<file path="config.mk">
export PLATFORM = sky130hd
export DESIGN_NAME = vg_vec_timer_seq
export DESIGN_NICKNAME = d
export VERILOG_FILES = /design/src/rtl/vg_vec_timer_seq.sv
export SDC_FILE = /design/constraint.sdc
export NUM_CORES = 1
export LEC_CHECK = 0
export ABC_CLOCK_PERIOD_IN_PS = 4200
export CAP_MARGIN = 20
export CELL_PAD_IN_SITES_DETAIL_PLACEMENT = 1
export CELL_PAD_IN_SITES_GLOBAL_PLACEMENT = 2
export CORE_ASPECT_RATIO = 1.75
export CORE_MARGIN = 2
export CORE_UTILIZATION = 33
export CTS_CLUSTER_DIAMETER = 60
export DETAILED_ROUTE_END_ITERATION = 16
export PLACE_DENSITY = 0.9
export SYNTH_ARGS = -nofsm -noshare
export SYNTH_HDL_FRONTEND = slang
export SYNTH_SLANG_ARGS = --single-unit
export TNS_END_PERCENT = 5
</file>
<file path="constraint.sdc">
create_clock -name clk_12MHz -period 4.2 [get_ports clk_12MHz]
set_input_delay 0.84 -clock clk_12MHz [delete_from_list [all_inputs] [get_ports clk_12MHz]]
set_output_delay 0.84 -clock clk_12MHz [all_outputs]
set_load 0.005 [all_outputs]
</file>
<file path="src/rtl/vg_vec_timer_seq.sv">
// Vector generator timing controller: sequences VCTR/SVEC through NORM and DRAW,
// runs CNTR hold, SCALE/STAT loads and the halt latch, timing draws internally.
module vg_vec_timer_seq #(
  parameter int DV_WIDTH      = 13,
  parameter int SCALE_WIDTH   = 3,
  parameter int TIMER_WIDTH   = 12,
  parameter int CENTER_CYCLES = 16
) (
  input  logic                   clk_12MHz,
  input  logic                   RESET,
  input  logic                   op_valid,
  input  logic [2:0]             op,
  input  logic [DV_WIDTH-1:0]    dvx,
  input  logic [DV_WIDTH-1:0]    dvy,
  input  logic                   vggo,
  input  logic                   vgrst,
  output logic                   ready,
  output logic                   go,
  output logic                   vctr,
  output logic                   cntr,
  output logic                   norm,
  output logic                   halt,
  output logic [DV_WIDTH-1:0]    dvx_out,
  output logic [DV_WIDTH-1:0]    dvy_out,
  output logic [7:0]             lin_scale,
  output logic [SCALE_WIDTH-1:0] binary_scale,
  output logic                   statld,
  output logic                   scaleld,
  output logic                   done
);

  localparam int SUM_W   = $clog2(DV_WIDTH + 2**SCALE_WIDTH);
  localparam int SHIFT_W = $clog2(DV_WIDTH - 1);
  localparam int CNT_W   = (CENTER_CYCLES > 1) ? $clog2(CENTER_CYCLES) : 1;
  localparam int MSB     = DV_WIDTH - 1;

  localparam logic [SHIFT_W-1:0]     SHIFT_MAX = SHIFT_W'(DV_WIDTH - 2);
  localparam logic [CNT_W-1:0]       CNT_LOAD  = CNT_W'(CENTER_CYCLES - 1);
  localparam logic [TIMER_WIDTH-1:0] FULL_LEN  = '1;
  localparam logic [TIMER_WIDTH-1:0] ONE_LEN   = TIMER_WIDTH'(1);

  localparam logic [2:0] OP_VCTR  = 3'b000;
  localparam logic [2:0] OP_HALT  = 3'b001;
  localparam logic [2:0] OP_SVEC  = 3'b010;
  localparam logic [2:0] OP_SCALE = 3'b011;
  localparam logic [2:0] OP_CNTR  = 3'b100;

  typedef enum logic [2:0] {
    S_HALTED,
    S_IDLE,
    S_NORM,
    S_DRAW,
    S_CENTER
  } state_t;

  state_t                  state_q, state_d;
  logic                    halt_q, halt_d;
  logic [SCALE_WIDTH-1:0]  bscale_q, bscale_d;
  logic [7:0]              lin_q, lin_d;
  logic signed [DV_WIDTH-1:0] dvx_q, dvx_d;
  logic signed [DV_WIDTH-1:0] dvy_q, dvy_d;
  logic [SHIFT_W-1:0]      shift_q, shift_d;
  logic [TIMER_WIDTH-1:0]  timer_q, timer_d;
  logic [CNT_W-1:0]        cnt_q, cnt_d;
  logic                    statld_q, statld_d;
  logic                    scaleld_q, scaleld_d;
  logic                    done_q, done_d;
  logic [SUM_W-1:0]        total_shift;
  logic                    norm_exit;

  // Full-scale duration divided by 2^sh; never shorter than one cycle.
  function automatic logic [TIMER_WIDTH-1:0] draw_len(input logic [SUM_W-1:0] sh);
    logic [TIMER_WIDTH-1:0] len;
    if (int'(sh) >= TIMER_WIDTH) begin
      len = ONE_LEN;
    end else begin
      len = FULL_LEN >> sh;
      if (len == '0) len = ONE_LEN;
    end
    return len;
  endfunction

  assign total_shift = SUM_W'(bscale_q) + SUM_W'(shift_q);
  assign norm_exit   = (dvx_q[MSB] != dvx_q[MSB-1]) ||
                       (dvy_q[MSB] != dvy_q[MSB-1]) ||
                       (shift_q == SHIFT_MAX);

  always_comb begin
    state_d   = state_q;
    halt_d    = halt_q;
    bscale_d  = bscale_q;
    lin_d     = lin_q;
    dvx_d     = dvx_q;
    dvy_d     = dvy_q;
    shift_d   = shift_q;
    timer_d   = timer_q;
    cnt_d     = cnt_q;
    statld_d  = 1'b0;
    scaleld_d = 1'b0;
    done_d    = 1'b0;

    case (state_q)
      S_HALTED: begin
        if (vggo) begin
          state_d = S_IDLE;
          halt_d  = 1'b0;
        end
      end

      S_IDLE: begin
        if (op_valid) begin
          case (op)
            OP_HALT: begin
              state_d = S_HALTED;
              halt_d  = 1'b1;
            end
            OP_SCALE: begin
              // The operand MSB selects SCALE over STAT.
              if (dvy[MSB]) begin
                bscale_d  = dvy[8+SCALE_WIDTH-1:8];
                lin_d     = dvy[7:0];
                scaleld_d = 1'b1;
              end else begin
                statld_d = 1'b1;
              end
            end
            OP_VCTR: begin
              dvx_d   = dvx;
              dvy_d   = dvy;
              shift_d = '0;
              state_d = S_NORM;
            end
            OP_SVEC: begin
              dvx_d   = dvx;
              dvy_d   = dvy;
              shift_d = '0;
              timer_d = draw_len(SUM_W'(bscale_q));
              state_d = S_DRAW;
            end
            OP_CNTR: begin
              dvx_d   = '0;
              dvy_d   = '0;
              cnt_d   = CNT_LOAD;
              state_d = S_CENTER;
            end
            default: ;
          endcase
        end
      end

      S_NORM: begin
        if (norm_exit) begin
          timer_d = draw_len(total_shift);
          state_d = S_DRAW;
        end else begin
          dvx_d   = dvx_q <<< 1;
          dvy_d   = dvy_q <<< 1;
          shift_d = shift_q + SHIFT_W'(1);
        end
      end

      S_DRAW: begin
        if (timer_q <= ONE_LEN) begin
          timer_d = '0;
          done_d  = 1'b1;
          state_d = S_IDLE;
        end else begin
          timer_d = timer_q - ONE_LEN;
        end
      end

      S_CENTER: begin
        if (cnt_q == '0) begin
          done_d  = 1'b1;
          state_d = S_IDLE;
        end else begin
          cnt_d = cnt_q - CNT_W'(1);
        end
      end

      default: begin
        state_d = S_HALTED;
        halt_d  = 1'b1;
      end
    endcase

    // CPU reset aborts everything; a simultaneous start still wins the halt latch.
    if (vgrst) begin
      bscale_d  = '0;
      lin_d     = lin_q;
      dvx_d     = dvx_q;
      dvy_d     = dvy_q;
      shift_d   = '0;
      timer_d   = '0;
      cnt_d     = '0;
      statld_d  = 1'b0;
      scaleld_d = 1'b0;
      done_d    = 1'b0;
      if (vggo) begin
        state_d = S_IDLE;
        halt_d  = 1'b0;
      end else begin
        state_d = S_HALTED;
        halt_d  = 1'b1;
      end
    end
  end

  always_ff @(posedge clk_12MHz or posedge RESET) begin
    if (RESET) begin
      state_q   <= S_HALTED;
      halt_q    <= 1'b1;
      bscale_q  <= '0;
      lin_q     <= '0;
      dvx_q     <= '0;
      dvy_q     <= '0;
      shift_q   <= '0;
      timer_q   <= '0;
      cnt_q     <= '0;
      statld_q  <= 1'b0;
      scaleld_q <= 1'b0;
      done_q    <= 1'b0;
    end else begin
      state_q   <= state_d;
      halt_q    <= halt_d;
      bscale_q  <= bscale_d;
      lin_q     <= lin_d;
      dvx_q     <= dvx_d;
      dvy_q     <= dvy_d;
      shift_q   <= shift_d;
      timer_q   <= timer_d;
      cnt_q     <= cnt_d;
      statld_q  <= statld_d;
      scaleld_q <= scaleld_d;
      done_q    <= done_d;
    end
  end

  assign ready        = (state_q == S_IDLE);
  assign go           = (state_q == S_DRAW);
  assign vctr         = (state_q == S_NORM) || (state_q == S_DRAW);
  assign cntr         = (state_q == S_CENTER);
  assign norm         = (state_q == S_NORM);
  assign halt         = halt_q;
  assign dvx_out      = dvx_q;
  assign dvy_out      = dvy_q;
  assign lin_scale    = lin_q;
  assign binary_scale = bscale_q;
  assign statld       = statld_q;
  assign scaleld      = scaleld_q;
  assign done         = done_q;

endmodule

</file>
Yosys cells after proc, flatten, opt, wreduce, memory -nomap -nowiden. Index checks and enable logic that the tools add are counted.

Order comparisons: 2. Equality and inequality tests: 27. Reduce and logical (&&, ||, !) cells: 26. Shift operators: 2. Add/subtract/negate cells: 4. Muxes and demuxes: 61. Bitwise operators: 1.

Operators with widths (number): one-hot mux 13 bit (2 select lines) (4); 2-to-1 mux 12 bit (8); 2-to-1 mux 13 bit (4); one-hot mux 12 bit (3 select lines) (1); 2-to-1 mux 3 bit (11); 2-to-1 mux 4 bit (8); logical NOT 12 bit (2); != test 3 x 2 -> 1 bit, second input constant (7); AND reduction 4 bit (5); 2-to-1 mux 1 bit (19); one-hot mux 4 bit (2 select lines) (2); != test 3 bit, second input constant (5); one-hot mux 3 bit (5 select lines) (1); == test 3 x 2 -> 1 bit, second input constant (4); <= comparator 12 x 1 -> 1 bit, second input constant (1); one-hot mux 3 bit (4 select lines) (1); right shift 12 x 3 -> 12 bit, first input constant (1); right shift 12 x 5 -> 12 bit, first input constant (1); subtractor 12 x 1 -> 12 bit, second input constant (1); AND reduction 5 bit (2); nonzero test 2 bit (5); == test 3 x 1 -> 1 bit, second input constant (2); == test 3 bit, second input constant (2); logical NOT 3 bit (2); 19 further kinds (24).

Input bits: 34. Word-level logic and storage cells: 135. Register bits after elaboration: 64.

Logic depth before layout (Yosys ltp).
Depth in word-level cells: 8. Mapped depth: 9. Gate-level depth less buffers: 8.

Worst setup path before layout. No wires, ideal clock.

Path kind: flip-flop to flip-flop. Start point: register bscale_q[1] (netlist: binary_scale[1]). End point: register timer_q[8]. Library setup time: 0.095 ns. Slack: 1.655 ns. Stages on the path, launching flop included: 9. Data arrival time: 2.450 ns. Path through: dfrtp_1 -> clkbuf_1 -> inv_1 -> fa_1 -> or4b_2 -> o32ai_1 -> nand2b_1 -> a21oi_1 -> o31ai_1.

Word-level cells in the longest chain between the ends: 8. Elaborated cells on any way between the ends: 14.

RTL lines: from (decl) (line 58) `logic [SCALE_WIDTH-1:0] bscale_q, bscale_d;`; from (signal assigned) (line 226) `bscale_q <= bscale_d;`; adder 3 x 4 -> 5 bit (line 83) `assign total_shift = SUM_W'(bscale_q) + SUM_W'(shift_q);`; right shift 12 x 5 -> 12 bit (line 77) `len = FULL_LEN >> sh;`; logical NOT 12 bit (line 78) `if (len == '0) len = ONE_LEN;`; 2-to-1 mux 12 bit (line 78); 2-to-1 mux 12 bit (line 74) `if (int'(sh) >= TIMER_WIDTH) begin`; 2-to-1 mux 12 bit (line 152) `if (norm_exit) begin`; one-hot mux 12 bit (3 select lines) * (line 102) `case (state_q)`; 2-to-1 mux 12 bit * (line 188) `if (vgrst) begin`; to (signal assigned) (line 231) `timer_q <= timer_d;`; to (decl) (line 63) `logic [TIMER_WIDTH-1:0] timer_q, timer_d;`.

Every way passes the cells marked *; elsewhere a longest branch is shown, timed or not. The select of a mux whose other input is x is not followed. A chain may end at the register's enable or synchronous reset.

Worst setup path in the final report.
Start point: register state_q[2]. End point: output port go.

Word-level cells in the longest chain between the ends: 1.

RTL lines: from (decl) (line 56) `state_t state_q, state_d;`; from (signal assigned) (line 224) `state_q <= state_d;`; == test 3 x 2 -> 1 bit (line 240) `assign go = (state_q == S_DRAW);`; to (decl) (line 18) `output logic go,`.

Every way passes these cells.

==> impl_metrics.tcl <==
set metrics [dict create \
    num_vias 3405 \
    hold_buffers 0 \
    die-area_um2 12000 \
    synth_top_area_share_pct 43.0 \
    crit_chain "nand2b_1 > clkinv_1 > nand2_1 > inv_1 > clkdlybuf4s50_1" \
    antenna_left 0 \
    die_x_um 83.7 \
    cp.depth 5 \
    peakVddDrop_uv 284 \
    grt_pass1_wl_mm 18.8 \
    clockBufferDepth 2 \
    netlist_area_um2 3660 \
    setup_tns_ns 0 \
    htreeDepth 3 \
    firstDrtPassIters 4 \
    async_flop_share_pct 100 \
    finalMaxSlewViolations 0 \
    crit_path_top_delay_cell "dfrtp_1" \
    synth_edf_count 0 \
    crit_family "buffers and inverters" \
    crit_fanout 14 \
    crit-reg2reg-launch "state_q[2]" \
    period_needed_ns 3.47 \
    hold_viol_final 0 \
    cts-root-buf "clkbuf_16" \
    crit_required_ns 3.36 \
    hold_path_class "reg2reg" \
    gp_congestion 0.912 \
    areaGrowthSynthToFinish_pct 34.7 \
    yosys-top-cells-area "dfrtp_1 (43%), a21oi_1 (5.2%), a22oi_1 (4.9%)" \
    die_y_um 143 \
    start_kind "flop" \
    clkTransAtPathRegs_ns 0.05 \
    grt_overflow_total 0 \
    worstMarginPinSlew_ns 0.864 \
    clk_latency_ns 0.33 \
    first_iter_violations 109 \
    rsz0062_at_grt "no" \
    skew_ns 0.00568 \
    end_kind "output port" \
    n_antenna_cell 0 \
    drc 0 \
    yosysSeqAreaShare_pct 43.7 \
    core_region_area_um2 10800 \
    worstSetupPathType "reg2out" \
    crit_path_end "go" \
    fin_area_um2 4940 \
    clock.fmax_mhz 288 \
    detail_route.vias_per_cell 5.72 \
    cp.buffers_inverters 3 \
    final-setup-viol-count 0 \
    min_period_over_period_pct 82.6 \
    p_leak_uw 0.00206 \
    worstSetupStartpoint "state_q[2]" \
    io_buffers 79 \
    drive_gt1_share_pct 10.3 \
    reg2reg_depth 6 \
    antenna_found_initial 0 \
    cts_sinks 64 \
    track_usage_pct 20.0 \
    grt_pass1_vias 3669 \
    r2r-end "timer_q[1]" \
    worstPathArrival_ns 2.63 \
    maxSlewHeadroom_pct 42.0 \
    nets 503 \
    num_rows 50 \
    synthFlopType "dfrtp_1" \
    ys_warn_count 0 \
    dpl.hpwl_mm 8.77 \
    start_util_pct 34.1 \
    cap_violations 0 \
    synth.avg_cell_area_um2 9.42 \
    power_density_nw_per_um2 605 \
    cts_tree "done" \
    synth_commonest_cells "dfrtp_1 (63), nor2_1 (46), a21oi_1 (38)" \
    syn_nets 431 \
    cts_setup_buffers 0 \
    synth.most_common_cell "dfrtp_1" \
    critPathMaxStageDelay_ns 0.54 \
    cts_buffers 9 \
    final_util_pct 45.9 \
    placed_area_um2 4600 \
    syn_inst 389 \
    synth-seq-cells 64 \
    outcome "finished, final reports clean" \
    cts_resized 0 \
    grt_max_degree 53 \
    wire_per_inst_um 19.6 \
    wl_mm 11.7 \
    reg2reg_slack_ns 1.26 \
    io_pins 80 \
    yosysTopAreaCell "dfrtp_1" \
    synth.distinct_cells 68 \
]
==> layout make-up <==
class                           instances  area [µm²]
Inverter                               19        71.3
Clock inverter                          3        90.1
Clock buffer                           12         246
Tap cell                              130         163
Sequential cell                        64        1600
Timing Repair Buffer                   87         863
Multi-Input combinational cell        280        1900
Fill cell                            1239        5820
==> flip-flops by register name, indices dropped and copies added, names as in the netlist <==
register	cells
halt	1
cnt_q	4
shift_q	4
done	1
statld	1
scaleld	1
dvy_out	13
timer_q	12
binary_scale	3
dvx_out	13
lin_scale	8
state_q	3
==> placed cells by master, fill, tap and decap left out, types with 5 or more instances in the layout <==
| cell | netlist | routed |
|---|---|---|
| nor3_1 | 12 | 12 |
| a311oi_1 | 5 | 5 |
| nand3_1 | 11 | 11 |
| nor2_1 | 46 | 45 |
| ha_1 | 7 | 7 |
| o21ai_0 | 17 | 17 |
| clkbuf_16 | 0 | 9 |
| dfrtp_1 | 63 | 63 |
| buf_4 | 0 | 7 |
| nand2_1 | 10 | 10 |
| nor4_1 | 5 | 5 |
| xnor2_1 | 5 | 5 |
| inv_1 | 18 | 17 |
| a22oi_1 | 24 | 24 |
| clkdlybuf4s50_1 | 0 | 79 |
| mux2_2 | 9 | 9 |
| nand2b_1 | 7 | 7 |
| a21oi_1 | 38 | 38 |
==> cells by family (layout without fill, tap and decap cells) <==
logic type,count (synthesis),count (layout),synth area share (%)
AOI/OAI and AO/OA,134,134,25.4
muxes,13,13,3.89
xor gates and xnor gates,9,9,2.15
DFF,64,64,43.7
buffers and inverters,45,121,4.85
and+or+nand+nor,115,115,16.7
adders and majority gates,9,9,3.21
==> worst reg2reg max path, cell delays in order (launching register included) <==
cell,delay [ns]
dfrtp_1,0.54
nand2b_1,0.52
clkinv_1,0.42
a31o_2,0.35
a21oi_2,0.58
a21oi_1,0.22
o41a_1,0.18
==> layer usage <==
metal | part of all wire (%) | track usage, %
met4 | 4.2 | 11.9
met5 | 0 | 0
met2 | 56 | 36.9
met3 | 3.4 | 4.54
met1 | 37 | 20.2
==> through the flow <==
step	std cells	worst slack, ns	hold slack, ns	power (µW)
3_3_place_gp	579	1.14	0.497	2110
5_1_grt	595	0.557	0.520	3180
3_5_place_dp	580	1.10	0.496	2150
4_1_cts	595	0.736	0.512	3030
6_report	595	0.732	0.505	2990
2_1_floorplan	389	1.65	0.474	1570
==> worst min-delay path by stage <==
stage                   endpoint  depth (start not counted)         start  slack (ns)
finish              lin_scale[3]                          1  lin_scale[3]        0.50
global route        lin_scale[3]                          1  lin_scale[3]        0.52
CTS                 lin_scale[3]                          1  lin_scale[3]        0.51
detailed placement  lin_scale[2]                          1  lin_scale[2]        0.50
global placement    lin_scale[5]                          1  lin_scale[5]        0.50
floorplan               cnt_q[3]                          1      cnt_q[3]        0.47
==> where the power goes <==
group / switching [µW] / leakage (µW) / internal [µW]
logic: 511 / 0.00110 / 585
clock network: 258 / 0.000163 / 593
registers: 225 / 0.000798 / 817
Power figures use the tool's default switching activity.
